### src/rtl/series_pkg.sv
// Shared constants and types for the e^-x style series datapath (Q2.14).
package series_pkg;
  localparam int DW     = 16;
  localparam int DFRAC  = DW - 2;
  localparam int CW     = 3;
  localparam logic [DW-1:0] ONE     = 16'h4000;
  localparam logic [DW-1:0] EPS_DEF = 16'h0004;

  typedef logic [DW-1:0] coef_t;

  // round(ONE/(k+1)) for k = 0..7
  localparam coef_t COEF [0:7] = '{
    16'h4000, 16'h2000, 16'h1555, 16'h1000,
    16'h0CCD, 16'h0AAB, 16'h0925, 16'h0800
  };
endpackage

### src/rtl/series_datapath_coef_rom.sv
// Reciprocal coefficient table indexed by the term counter.
module coef_rom
  import series_pkg::*;
(
  input  logic [CW-1:0] i_addr,
  output coef_t         o_coef
);
  always_comb begin
    case (i_addr)
      3'd0:    o_coef = COEF[0];
      3'd1:    o_coef = COEF[1];
      3'd2:    o_coef = COEF[2];
      3'd3:    o_coef = COEF[3];
      3'd4:    o_coef = COEF[4];
      3'd5:    o_coef = COEF[5];
      3'd6:    o_coef = COEF[6];
      default: o_coef = COEF[7];
    endcase
  end
endmodule

### src/rtl/series_datapath.sv
// Series datapath: term register t, accumulator r, operand x and term counter,
// driven by controller strobes; reports co (last term) and gt (converged).
module series_datapath
  import series_pkg::*;
#(
  parameter int              W     = DW,
  parameter int              CNT_W = CW,
  parameter logic [W-1:0]    EPS   = EPS_DEF
) (
  input  logic             clk,
  input  logic             rst,
  input  logic [W-1:0]     x_in,
  input  logic             initr,
  input  logic             initt,
  input  logic             zc,
  input  logic             ldx,
  input  logic             s,
  input  logic             ldt,
  input  logic             enc,
  input  logic             ldr,
  input  logic             is_neg,
  output logic             co,
  output logic             gt,
  output logic [W-1:0]     result,
  output logic [CNT_W-1:0] cnt_out
);
  localparam int           FRAC  = W - 2;
  localparam logic [W-1:0] L_ONE = W'(1) << FRAC;

  logic [W-1:0]     r_x, r_t, r_r;
  logic [CNT_W-1:0] r_cnt;

  logic [W-1:0]   w_coef, w_op, w_tmul, w_sum;
  logic [2*W-1:0] w_prod;

  coef_rom u_rom (
    .i_addr (r_cnt),
    .o_coef (w_coef)
  );

  assign w_op   = s ? w_coef : r_x;
  assign w_prod = r_t * w_op;
  // Anything above the Q2.14 integer range saturates rather than wrapping.
  assign w_tmul = (|w_prod[2*W-1:FRAC+W]) ? '1 : w_prod[FRAC+W-1:FRAC];
  assign w_sum  = is_neg ? (r_r - r_t) : (r_r + r_t);

  always_ff @(posedge clk or posedge rst) begin
    if (rst) begin
      r_x   <= '0;
      r_t   <= '0;
      r_r   <= '0;
      r_cnt <= '0;
    end else begin
      if (ldx)        r_x   <= x_in;
      if (initt)      r_t   <= L_ONE;
      else if (ldt)   r_t   <= w_tmul;
      if (initr)      r_r   <= L_ONE;
      else if (ldr)   r_r   <= w_sum;
      if (zc)         r_cnt <= '0;
      else if (enc)   r_cnt <= r_cnt + 1'b1;
    end
  end

  assign co      = (r_cnt == '1);
  assign gt      = (r_t < EPS);
  assign result  = r_r;
  assign cnt_out = r_cnt;
endmodule

### config.mk
export PLATFORM = sky130hd
export DESIGN_NAME = series_datapath
export DESIGN_NICKNAME = d
export VERILOG_FILES = /design/src/rtl/series_pkg.sv /design/src/rtl/series_datapath_coef_rom.sv /design/src/rtl/series_datapath.sv
export SDC_FILE = /design/constraint.sdc
export NUM_CORES = 1
export LEC_CHECK = 0
export CAP_MARGIN = 20
export CORE_UTILIZATION = 40
export DETAILED_ROUTE_END_ITERATION = 8
export GPL_ROUTABILITY_DRIVEN = 0
export PLACE_DENSITY = 0.53
export SYNTH_ARGS = -nofsm -noshare
export SYNTH_HDL_FRONTEND = slang
export SYNTH_SLANG_ARGS = --single-unit
### constraint.sdc
create_clock -name clk -period 7.8 [get_ports clk]
set_input_delay 0.78 -clock clk [delete_from_list [all_inputs] [get_ports clk]]
set_output_delay 0.78 -clock clk [all_outputs]
set_load 0.05 [all_outputs]
# == After elaboration in Yosys (flattened, before gate mapping) ==
# Cells that the tools add are included.
# word_totals
ff_bits,51
input_bits,27
output_inout_bits,21
wordCells,31
# classes
add_sub_neg,3
mul,1
order_cmp,1
eq_ne,7
n_mux,10
n_reduce_logical,5
# ops
operator,n
16-bit two-way mux,7
15-bit one-hot mux with 7 select lines,1
16-bit by 16-bit multiplier with 32-bit output,1
16-bit adder,1
"16-bit by 3-bit less-than comparator with 1-bit output, second input constant",1
16-bit subtractor,1
"3-bit equality test, second input constant",4
"3-bit by 2-bit equality test with 1-bit output, second input constant",2
3-bit two-way mux,2
2-bit nonzero test,3
"3-bit by 1-bit adder with 3-bit output, second input constant",1
"3-bit by 1-bit equality test with 1-bit output, second input constant",1
3-bit logical NOT,1
2-bit OR reduction,1

# == Logic depth before layout (Yosys ltp) ==
# depth
ltp_word,8
depth_mapped,32
ltp_nobuf,29

# == Cells and area by module ==
# From an unflattened synthesis, not the netlist that was laid out.
# unflattened
cells_unflattened,1290
hier_area_um2,11492.3
# modules_own_cells
module,n_inst,cells_per_inst,area_each_um2,seq_area_each_um2
series_datapath,1,1269,11370.9,1276.2
coef_rom,1,21,121.4,0.0

# == Worst setup path after synthesis ==
# No wires, ideal clock.
# synth_timing
kind,flip-flop to flip-flop
start,register r_cnt[0] (netlist: cnt_out[0])
end,register r_t[0]
setup_ns,0.088
t_arrival_ns,7.244
t_required_ns,7.712
path_slack_ns,0.467
path_stages_with_launch,30
n_path_buf,3
synth_period_minus_slack_ns,7.333
cell_sequence,dfrtp_1 -> inv_1 -> ha_1 -> nor2b_1 -> mux2i_1 -> clkbuf_1 -> nor2_1 -> fa_1 -> inv_1 -> fa_1 -> fa_1 -> fa_1 -> inv_1 -> fa_1 -> inv_1 -> fa_1 -> inv_1 -> ha_1 -> nor3_1 -> nor2_1 -> a32oi_1 -> o31ai_4 -> a21oi_2 -> and4b_4 -> o31ai_4 -> xnor2_1 -> and3_1 -> buf_6 -> buf_6 -> a211oi_2
# synth_via
elab_chain_cells,8
word_cells_on_any_way,14
cone_classes,mul: 1; eq/ne: 6; mux: 5; reduce/logical: 2
# synth_lines
element,line,source
"start, declared",series_datapath.sv:31,logic [CNT_W-1:0] r_cnt;
"start signal, assigned",series_datapath.sv:60,else if (enc) r_cnt <= r_cnt + 1'b1;
3-bit equality test (tied with other cells),series_datapath_coef_rom.sv:9,case (i_addr)
15-bit one-hot mux with 7 select lines (*),series_datapath_coef_rom.sv:9,
16-bit two-way mux (*),series_datapath.sv:41,assign w_op = s ? w_coef : r_x;
16-bit by 16-bit multiplier with 32-bit output (*),series_datapath.sv:42,assign w_prod = r_t * w_op;
2-bit OR reduction,series_datapath.sv:44,assign w_tmul = (|w_prod[2*W-1:FRAC+W]) ? '1 : w_prod[FRAC+W-1:FRAC];
16-bit two-way mux (*),series_datapath.sv:44,
16-bit two-way mux (*),series_datapath.sv:56,else if (ldt) r_t <= w_tmul;
16-bit two-way mux (*),series_datapath.sv:55,if (initt) r_t <= L_ONE;
"end signal, assigned",series_datapath.sv:56,
"end, declared",series_datapath.sv:30,"logic [W-1:0] r_x, r_t, r_r;"
# Every way passes the cells marked *; elsewhere a longest branch is shown, timed or not. The select of a mux whose other input is x is not followed.
# A chain may end at the register's enable or synchronous reset.

# == Final worst setup path ==
# layout_timing
start,register r_cnt[1] (netlist: cnt_out[1])
end,register r_t[8]
# The elaborated chain is that of the path after synthesis.

==> results.toml <==
[synth]
yosys-top-cells-area = "fa_1, ha_1, dfrtp_1"
syn_area_um2 = 11510
synth_seq_area_share_pct = 11.08
synth_top_area_share_pct = 33.73
syn_inst = 1300
synth_edf_count = 0
avgSynthCellArea_um2 = 8.858
synth_seq_cells = 51
yosys_warnings = 0
syn-num-nets = 1644
yosysTopAreaCell = "fa_1"
ys_types = 55
synth_ff_type = "dfrtp_1"
synth-async-reset-ratio_pct = 100.0

[floorplanning]
die_h_um = 171.7
core_um2 = 28090
io_pins = 48
die-area_um2 = 29470
floorplan.initialDensity_pct = 41.00
die_width_um = 171.7
std_cell_rows = 61

[global_routing]
antenna_found_initial = 0
globalRouteOverflowTotal = 0
grt_pass1_wl_mm = 51.53
grt_pass1_vias = 9519
grt_use_total_pct = 22.97
grt_max_degree = 41

[clock_network]
cts_tree = "done"
clock_sinks = 51
clockRootBuffer = "clkbuf_16"
cts_max_level = 2
clockBufferDepth = 2
cts.clk_slew.worst_paths_ps = 70
cts-buffers-inserted = 5
clk_latency_ps = 300

[cells_and_area]
syn_to_final_growth_pct = 12.59
fin_nets = 1701
antenna_cells = 0
drive_gt1_share_pct = 8.468

[placement]
pre_cts_ws_ps = -180.5
port_buffers = 47
dpl.hpwl_mm = 25.04

[hold_path]
hold_path_class = "reg -> reg"
min_path_cells = 1

[setup_path]
crit_type = "reg -> reg"
ff2ff_setup_slack_ps = 430
cp.required_ps = 7990
crit_path_start_kind = "flop"
critical_path_arrival_ps = 7560
critPathCaptureType = "flop"
cp_max_fo = 10
worstRegToRegCells = 26

[status]
status = "complete, no violations"

[flow_run]
drv_cap = 0

[sta]
finClkSkew_ps = 9.479
slew_headroom_pct = 23.58
hold_viol_final = 0
layout_setup_ws_ps = 425.7
period_needed_ps = 7374
fmax_mhz = 135.6
worstMarginPinSlew_ps = 1146
drv_slew = 0
setup_viol = 0
finalCritPeriodShare_pct = 94.54
worst_hold_slack_ps = 500.8
rsz0062_at_grt = "no"

[routing]
first_iter_violations = 520
drc_errors = 0
antenna_left = 0
routed_wl_mm = 31.14
dr.pass1.iters = 5
routedWlPerCell_um = 17.94
dr_total_vias = 8776
via_per_inst = 5.055
[cell families (layout without fill, tap and decap cells)]
kind of cell	count (synthesis)	in the layout	synth area share, %
xor+xnor	43	43	3.271
simple gates	403	403	16.78
compound gates	149	149	9.041
fa+ha+maj	317	317	47.09
buf+inv	312	370	10.40
flops	51	51	11.08
mux	25	25	2.336
[Yosys cell counts, types with 2 or more instances]
master and number:
o31ai_1 2, a221o_1 2, nand2b_1 15, a32oi_1 2, or3_1 2, and2_1 78, inv_1 249, nor2_1 70
a211oi_2 9, clkbuf_1 53, nand4_1 6, mux2i_1 10, nand3b_1 2, o31ai_4 2, nor2b_1 30, dfrtp_1 51
buf_1 6, buf_6 3, o21a_1 5, ha_1 123, fa_1 194, mux2_2 15, nand3_1 8, nor3_1 12
xor2_1 10, a21oi_2 2, nand2_1 166, a21boi_0 3, o211ai_1 4, a21o_1 18, a211oi_1 14, xnor2_1 33
a21oi_1 41, o21ai_0 21, a31oi_1 5, o21ai_1 6, nor4_1 3, o21bai_1 5, and3_1 4
[repair_timing]
item	4_1_cts	5_1_grt
resized for setup	0	12
hold buffers	0	0
endpoints found under the setup margin	0	16
endpoints found under the hold margin	0	0
buffers inserted	0	1
[layer usage]
layer  part of all wire [%]  vias up  GRT usage [%]
met5                      0        -              0
met2                     48      179          38.07
met3                    4.1       24          1.956
met4                    2.0        0          4.930
met1                     46     4437          32.56
li1                       -     4136              -
[layout by cell type, fill, tap and decap left out, drive strengths merged, types with 33 or more instances in the layout]
cell type / n
ha: 123
fa: 194
a21oi: 43
xnor2: 33
inv: 250
nor2: 70
dfrtp: 51
clkdlybuf4s50: 46
nand2: 166
and2: 78
buf: 66
[per-stage QoR]
stage | area, um2 | instances | utilization (%) | TNS [ps]
detailed placement | 12760 | 1726 | 45.44 | -2211
CTS | 12910 | 1734 | 45.96 | 0
global placement | 12740 | 1725 | 45.37 | -9.010
finish | 12960 | 1736 | 46.16 | 0
floorplan | 11510 | 1300 | - | 0
global route | 12960 | 1736 | 46.16 | 0
[path summary, 6_finish.rpt]
path,end,startpoint
worst min-delay path,r_x[15]$_DFFE_PP0P_,r_x[15]$_DFFE_PP0P_
worst min register to register,r_x[15]$_DFFE_PP0P_,r_x[15]$_DFFE_PP0P_
max in group asynchronous,r_x[1]$_DFFE_PP0P_,rst
worst max register to register,r_t[8]$_DFFE_PP0P_,cnt_out[1]$_DFFE_PP0P_
min in group asynchronous,cnt_out[2]$_DFFE_PP0P_,rst
worst max-delay path,r_t[8]$_DFFE_PP0P_,cnt_out[1]$_DFFE_PP0P_
[sequential cells by signal, indices dropped and copies added (netlist names)]
register  cells
r_t          16
r_x          16
result       16
cnt_out       3
[cell type report]
cell class | instances | area [um2]
clock inverters | 3 | 18.77
repair buffers | 113 | 1061
inverters | 249 | 934.6
clock buffers | 5 | 125.1
multi-input cells | 937 | 9075
flip-flops and latches | 51 | 1277
fillers | 2864 | 15120
well taps | 378 | 473.0
[critical path, cell delays in order (launching register included)]
cell      delay, ps
dfrtp_1         470
inv_1           120
ha_1            330
o211ai_1        220
o21ai_1         330
buf_4           310
nand2_1         100
fa_1            490
fa_1            540
inv_1            50
fa_1            480
fa_1            500
fa_1            490
inv_1            50
fa_1            480
inv_1            40
ha_1            280
a21o_1          160
a21o_1          170
a21oi_1         200
o221ai_1        160
a221o_1         340
a211oi_1        280
xnor2_1         100
and3_1          180
buf_4           180
a211oi_1        220
Power is not shown: default switching activity piles up to over one toggle a cycle in this logic, so the estimate is an artifact.
